### config.mk
export PLATFORM = sky130hd
export DESIGN_NAME = forth
export DESIGN_NICKNAME = d
export VERILOG_FILES = /design/src/rtl/forth.sv
export SDC_FILE = /design/constraint.sdc
export NUM_CORES = 1
export LEC_CHECK = 0
export ABC_AREA = 0
export BUFFER_PORTS_ARGS = -buffer_cell sky130_fd_sc_hd__buf_2
export CAP_MARGIN = 20
export CORE_MARGIN = 10
export CORE_UTILIZATION = 50
export DETAILED_ROUTE_END_ITERATION = 6
export PLACE_DENSITY_LB_ADDON = 0.3
export SYNTH_ARGS = -nofsm -noshare
export SYNTH_HDL_FRONTEND = slang
export SYNTH_SLANG_ARGS = --single-unit
### constraint.sdc
create_clock -name clk -period 10.9 [get_ports clk]
set_input_delay 1.09 -clock clk [delete_from_list [all_inputs] [get_ports clk]]
set_output_delay 1.09 -clock clk [all_outputs]
set_load 0.02 [all_outputs]
### src/rtl/forth.sv
// Minimal 16-bit two-stack Forth core: FETCH after reset or control transfer, then one word per EXEC cycle.
// Optional subroutine support (CALL words and ALU bit12 return) is enabled by defining FORTH_CALL_EN.
module forth #(
  parameter int PDEPTH = 16,
  parameter int RDEPTH = 16
) (
  input  logic        clk,
  input  logic        reset,
  output logic [9:0]  iaddr,
  input  logic [15:0] idata,
  output logic [7:0]  daddr,
  output logic [15:0] ddata_write,
  input  logic [15:0] ddata_read,
  output logic        dwrite
);

  localparam int PW = $clog2(PDEPTH);
  localparam int RW = $clog2(RDEPTH);

  typedef enum logic {FETCH = 1'b0, EXEC = 1'b1} state_t;

  state_t        state, state_next;
  logic [15:0]   IP, TOS;
  logic [PW-1:0] PSP;
  logic [RW-1:0] RSP;
  logic [15:0]   pstack [PDEPTH];
  logic [15:0]   rstack [RDEPTH];

  logic [15:0]   N, R, alu, src, target;
  logic [15:0]   ip_next, tos_next, r_wdata;
  logic [PW-1:0] psp_next, p_waddr;
  logic [RW-1:0] rsp_next, r_waddr;
  logic          p_we, r_we;
  logic          unused_bits;

  assign N           = pstack[PSP];
  assign R           = rstack[RSP];
  assign iaddr       = IP[9:0];
  assign daddr       = TOS[7:0];
  assign ddata_write = N;
  assign target      = {3'b000, idata[12:0]};
  assign unused_bits = ^idata[12:10];

  always_comb begin
    alu = 16'h0000;
    case (idata[2:0])
      3'd0: alu = ~TOS;
      3'd1: alu = {TOS[15], TOS[15:1]};
      3'd2: alu = (TOS == 16'h0000) ? 16'hFFFF : 16'h0000;
      3'd3: alu = 16'h0000 - TOS;
      3'd4: alu = N & TOS;
      3'd5: alu = N | TOS;
      3'd6: alu = N ^ TOS;
      3'd7: alu = N + TOS;
      default: alu = 16'h0000;
    endcase
    src = alu;
    case (idata[7:6])
      2'b00: src = alu;
      2'b01: src = TOS;
      2'b10: src = N;
      2'b11: src = R;
      default: src = alu;
    endcase
  end

  // Every stack write pushes or overwrites with the old TOS; only CALL writes a different value.
  always_comb begin
    state_next = state;
    ip_next    = IP;
    tos_next   = TOS;
    psp_next   = PSP;
    rsp_next   = RSP;
    p_we       = 1'b0;
    p_waddr    = PSP;
    r_we       = 1'b0;
    r_waddr    = RSP;
    r_wdata    = TOS;
    dwrite     = 1'b0;
    if (state == FETCH) begin
      state_next = EXEC;
    end else begin
      ip_next = IP + 16'd1;
      if (!idata[15]) begin
        psp_next = PSP + 1'b1;
        p_we     = 1'b1;
        p_waddr  = PSP + 1'b1;
        tos_next = {1'b0, idata[14:0]};
      end else begin
        case (idata[14:13])
          2'b00: begin
            ip_next    = target;
            state_next = FETCH;
          end
          2'b01: begin
            tos_next = N;
            psp_next = PSP - 1'b1;
            if (TOS == 16'h0000) begin
              ip_next    = target;
              state_next = FETCH;
            end
          end
          2'b10: begin
`ifdef FORTH_CALL_EN
            // Return address is the word following the CALL.
            rsp_next   = RSP + 1'b1;
            r_we       = 1'b1;
            r_waddr    = RSP + 1'b1;
            r_wdata    = IP + 16'd1;
            ip_next    = target;
            state_next = FETCH;
`endif
          end
          default: begin
            tos_next = idata[9] ? ddata_read : src;
            dwrite   = idata[8];
            case (idata[3:2])
              2'b01: psp_next = PSP - 1'b1;
              2'b10: p_we = 1'b1;
              2'b11: begin
                psp_next = PSP + 1'b1;
                p_we     = 1'b1;
                p_waddr  = PSP + 1'b1;
              end
              default: ;
            endcase
            case (idata[5:4])
              2'b01: rsp_next = RSP - 1'b1;
              2'b11: begin
                rsp_next = RSP + 1'b1;
                r_we     = 1'b1;
                r_waddr  = RSP + 1'b1;
              end
              default: ;
            endcase
`ifdef FORTH_CALL_EN
            if (idata[12]) begin
              ip_next    = R;
              rsp_next   = rsp_next - 1'b1;
              state_next = FETCH;
            end
`endif
          end
        endcase
      end
    end
  end

  always_ff @(posedge clk) begin
    if (reset) begin
      state <= FETCH;
      IP    <= 16'h0000;
      TOS   <= 16'h0000;
      PSP   <= '0;
      RSP   <= '0;
    end else begin
      state <= state_next;
      IP    <= ip_next;
      TOS   <= tos_next;
      PSP   <= psp_next;
      RSP   <= rsp_next;
    end
  end

  // Stack contents survive reset.
  always_ff @(posedge clk) begin
    if (!reset && p_we) pstack[p_waddr] <= TOS;
    if (!reset && r_we) rstack[r_waddr] <= r_wdata;
  end

endmodule

Word level (Yosys, flattened, before mapping):

Memory sizes are Yosys's and may differ from the RTL's. A register that Yosys moved wholly into a read port is not among the register bits.
Index checks and enable logic that the tools add are counted.

* logic and storage cells: 100
* input port bits: 34
* bits in latches: 0
* bits in read-only memories: 0
* bits in writable memories: 512
* flip-flop bits (word level): 41
* memories kept: 2

* eq/ne operators: 21
* reduce and logical (&&, ||, !) cells: 15
* multiply operators: 0
* shift-type cells: 0
* add/sub/neg operators: 7
* magnitude comparators: 0
* div/mod/pow operators: 0
* bitwise gates (word level): 5
* mux-type cells: 44

Memories
* pstack: words 16, width 16, read ports 1, clocked after Yosys merged registers in 1, write ports 1, RTL line 26 `logic [15:0] pstack [PDEPTH];`
* rstack: words 16, width 16, read ports 1, clocked after Yosys merged registers in 1, write ports 1, RTL line 27 `logic [15:0] rstack [RDEPTH];`

Operator list (count)
* $pmux 16 s8: 1
* $mux 16: 5
* $pmux 16 s2: 2
* $mux 4: 13
* $pmux 16 s3: 1
* $pmux 4 s2: 3
* $mux 1: 18
* $add 16x1->16 const B: 1
* $add 16x16->16: 1
* $and 16x16->16: 1
* $logic_not 16->1: 1
* $not 16->16: 1
* $or 16x16->16: 1
* $sub 1x16->16 const A: 1
* $xor 16x16->16: 1
* $eq 2x2->1 const B: 6
* $eq 3x3->1 const B: 4
* $add 4x1->4 const B: 2
* $eq 2x1->1 const B: 4
* $reduce_and 4->1: 2
* $sub 4x1->4 const B: 2
* $eq 3x2->1 const B: 2
* $reduce_and 3->1: 2
* $ne 5x5->1 const B: 1
* 13 further kinds: 16

Logic depth before layout (Yosys ltp):

* depth in word-level cells: 9
* mapped depth: 17
* gate-level depth less buffers: 14

Least setup slack after synthesis:

Ideal clock, no wire load.

* kind: reg-to-reg
* start point: reg (tool-made name)
* end point: reg TOS[1]
* library setup time: 131 ps
* period minus slack after synthesis: 3596 ps
* arrival: 3465 ps
* required time: 10769 ps
* path slack: 7304 ps
* stages on the path, launching flop included: 17
* path buffers: 3
* cells stage by stage: dfxtp_1 buf_6 buf_12 buf_6 mux4_2 mux2i_1 nand2_1 o21ai_0 inv_1 ha_1 fa_1 mux4_2 o2bb2ai_1 nand2_1 nand4_1 a311oi_1 o32ai_1

RTL lines
* to (signal assigned): RTL line 159 `TOS <= tos_next;`
* to (decl): RTL line 23 `logic [15:0] IP, TOS;`

==> impl_metrics.toml <==
[logic_synthesis]
synth-compound-area-share = 0.08085
netlist-cell-type-count = 79
syn_nets = 1629
syn_inst = 1552
async_flop_share = 0
synth_mux_area_frac = 0.1367
avgSynthCellArea_sq_um = 15.96
synthesis.area_sq_mm = 0.02478
synth_edf_count = 512
synth_top_family_by_area = "multiplexers"
synth-xor-area-share = 0.01273
synthAdderAreaFrac = 0.02202
synth_top_area_cell = "edfxtp_1"
yosys_warnings = 0
synthTopCellsByArea = "edfxtp_1 62%, mux4_2 12%, dfxtp_1 3.5%"
synth_seq_cells = 555
yosys.area_share.simple = 0.06343
ys_seq_area_frac = 0.6553
ys.flop_type = "edfxtp_1"
synth_top_cell_area_share = 0.6205

[sta]
skew_ps = 46.89
rsz0062_at_grt = "no"
report.final.slew_viol_count = 0
fin_crit_ps = 4965
fmax_mhz = 201.4
setup_ws_ps = 5935
holdWs_ps = 489.4
finalHoldViolations = 0
setup_viol = 0
relSlewSlack = 0.2696
worstMarginPinSlew_ps = 1093
fin_setup_tns_ps = 0
period_share = 0.4555

[clock_tree]
cts.repair.resized = 0
clock_latency_ps = 630
path_clk_slew_ps = 70
htree_levels = 2
cts_tree = "done"
cts_hold_buf = 0
cts_buffers = 55
clockRootBuffer = "clkbuf_16"
post_cts_buffers = 0
clk_path_buf_depth = 3
clock_sinks = 555

[cells_and_area]
fin_util = 0.5654
drive_gt1_frac = 0.2283
fin_area_sq_mm = 0.02768
stdcell_count = 2346
diodes = 0
nets = 1721
fillers = 3804
syn2layout_area_growth_pct = 11.71

[pwr]
peakVddDrop_mv = 0.1692
p_total_mw = 4.757
pwr-share-comb = 0.123
clockPowerShare = 0.374
power_switching_mw = 1.207
switching_share = 0.2538
power.internal_mw = 3.550
power_density_mw_per_mm2 = 171.9
sequentialPowerShare = 0.503
p_leak_nw = 9.030

[placement]
gp_congestion = 0.9475
dp_hpwl_um = 40480
placed_cells = 2249
dp_slack_ps = 6008
port_buffers = 68
post_dp_cell_area_sq_mm = 0.02597

[detailed_routing]
route.met2.wl_um = 30060
first_pass_iters = 6
via_count = 14978
wirelength_um = 65610
wire_per_inst_um = 27.97
top_layer = "met4"
drc = 0
via_per_inst = 6.384
wl_met3_um = 5874
m1WireLength_um = 27270
ant_nets = 0
first_iter_violations = 1811

[global_routing]
grt_pass1_wl_um = 98350
grt_start_max_net_pins = 64
grtUsageTotal = 0.2205
gr-total-overflow = 0
grt_pass1_vias = 14764
antenna_found_initial = 1

[min_path]
hold_depth = 2
min_from = "IP[9]"
min_to = "IP[9]"
hp-class = "flip-flop to flip-flop"

[worst_setup_path]
cp_cell_sequence = "buf_4 > mux4_2 > mux2_2 > o21ai_1 > inv_1 > buf_2"
worst-setup-path-type = "flip-flop to output port"
slowest_delay_ps = 770
crit_family = "buffers and inverters"
cp_slowest_cell = "buf_4"
rr_endpoint = "TOS[11]"
worstSetupStartpointType = "flip-flop"
critPathMaxFanout = 45
reg2reg_setup_slack_ps = 5990
crit_arrival_ps = 3870
crit_buf_inv = 3
worstPathRequired_ps = 9810
crit_path_end_kind = "output port"
reg2reg_depth = 12

[die]
core_area_sq_mm = 0.04895
floorplan.die_area_sq_mm = 0.05886
io_pins = 69
num_rows = 81
die_x_um = 242.6
die_h_um = 242.6
initial_core_util = 0.5061

[status]
status = "completed"

[job]
drv_cap = 0
-- final cells by class --
class                           instances  area, sq um  share of cell area
Clock inverter                         26        252.7            0.009132
Timing Repair Buffer                  130        872.1             0.03151
Clock buffer                           69         1429             0.05163
Sequential cell                       555        16250              0.5872
Tap cell                              664        830.8             0.03002
Inverter                               49        183.9            0.006645
Multi-Input combinational cell        853         7858              0.2839
-- state kept, by name (all words and copies together) (netlist names), named ones only --
signal / count
state: 1
TOS: 16
PSP: 4
RSP: 4
IP: 10
rstack: 256
pstack: 256
-- logic make-up after synthesis --
family,after synthesis
AOI/OAI and AO/OA,291
xor gates and xnor gates,36
adders and majority gates,43
buffers and inverters,144
DFF,555
muxes,166
and+or+nand+nor,317
-- cells in the final DEF, fill, tap and decap left out, types with 8 or more instances in the layout --
cell type | synthesis | routed
o21ai_0 | 57 | 57
buf_4 | 16 | 56
buf_2 | 21 | 68
nand2_1 | 88 | 88
nor2_1 | 91 | 79
inv_1 | 45 | 45
a211oi_1 | 18 | 18
mux2i_1 | 20 | 20
nor2_2 | 1 | 13
clkinv_2 | 0 | 8
nor3_1 | 25 | 24
ha_1 | 42 | 42
a22oi_1 | 29 | 29
clkbuf_1 | 40 | 14
a21oi_1 | 69 | 69
nand2b_1 | 9 | 9
a221oi_1 | 8 | 8
xor2_1 | 9 | 9
xnor2_1 | 27 | 27
mux4_2 | 129 | 129
a31oi_1 | 15 | 15
nor4_1 | 8 | 8
edfxtp_1 | 512 | 512
mux2_2 | 11 | 11
nand4_1 | 8 | 8
clkbuf_16 | 0 | 55
clkinv_1 | 3 | 10
nand3_1 | 26 | 26
nor2b_1 | 19 | 19
dfxtp_1 | 43 | 34
a221o_1 | 8 | 8
-- routing by layer --
metal | up-vias | track usage
met3 | 138 | 0.04481
met2 | 763 | 0.3337
met5 | - | 0
li1 | 6386 | -
met4 | 0 | 0.08362
met1 | 7691 | 0.3111
-- Yosys cell counts (all sizes together) (15+ instances only) --
cell,count
clkbuf,40
nor2,92
a31oi,15
nor2b,19
dfxtp,43
nor3,26
inv,46
ha,42
o21ai,66
mux2i,20
xnor2,27
buf,55
a22oi,29
nand2,88
a211oi,18
nand3,26
mux4,135
edfxtp,512
a21oi,69
-- worst register-to-register path: stages (launching register included) --
cell and delay, ps:
dfxtp_4 600, buf_4 790, mux4_2 620, mux2_2 280, o21ai_0 500, ha_1 300, nand2_1 80, o31ai_1 620
o21a_1 230, a21oi_1 120, and3_1 200, a2111oi_4 370, a2111oi_2 110
-- power groups by stage --
stage	logic, mW	clock network, mW	registers [mW]
2_1_floorplan	0.375	0	2.45
5_1_grt	0.626	1.90	2.40
6_report	0.584	1.78	2.40
3_5_place_dp	0.574	0	2.44
4_1_cts	0.577	1.81	2.40
3_3_place_gp	0.568	0	2.44
-- worst max-delay path by stage --
stage / start / endpoint / cells after the start
after floorplan: flip-flop / TOS[1] / 16
after global placement: flip-flop / TOS[11] / 12
after detailed placement: flip-flop / TOS[11] / 12
after CTS: flip-flop / ddata_write[13] / 6
after global routing: flip-flop / ddata_write[14] / 6
final: flip-flop / ddata_write[14] / 6
No activity file was read; power rests on OpenSTA's default activity.
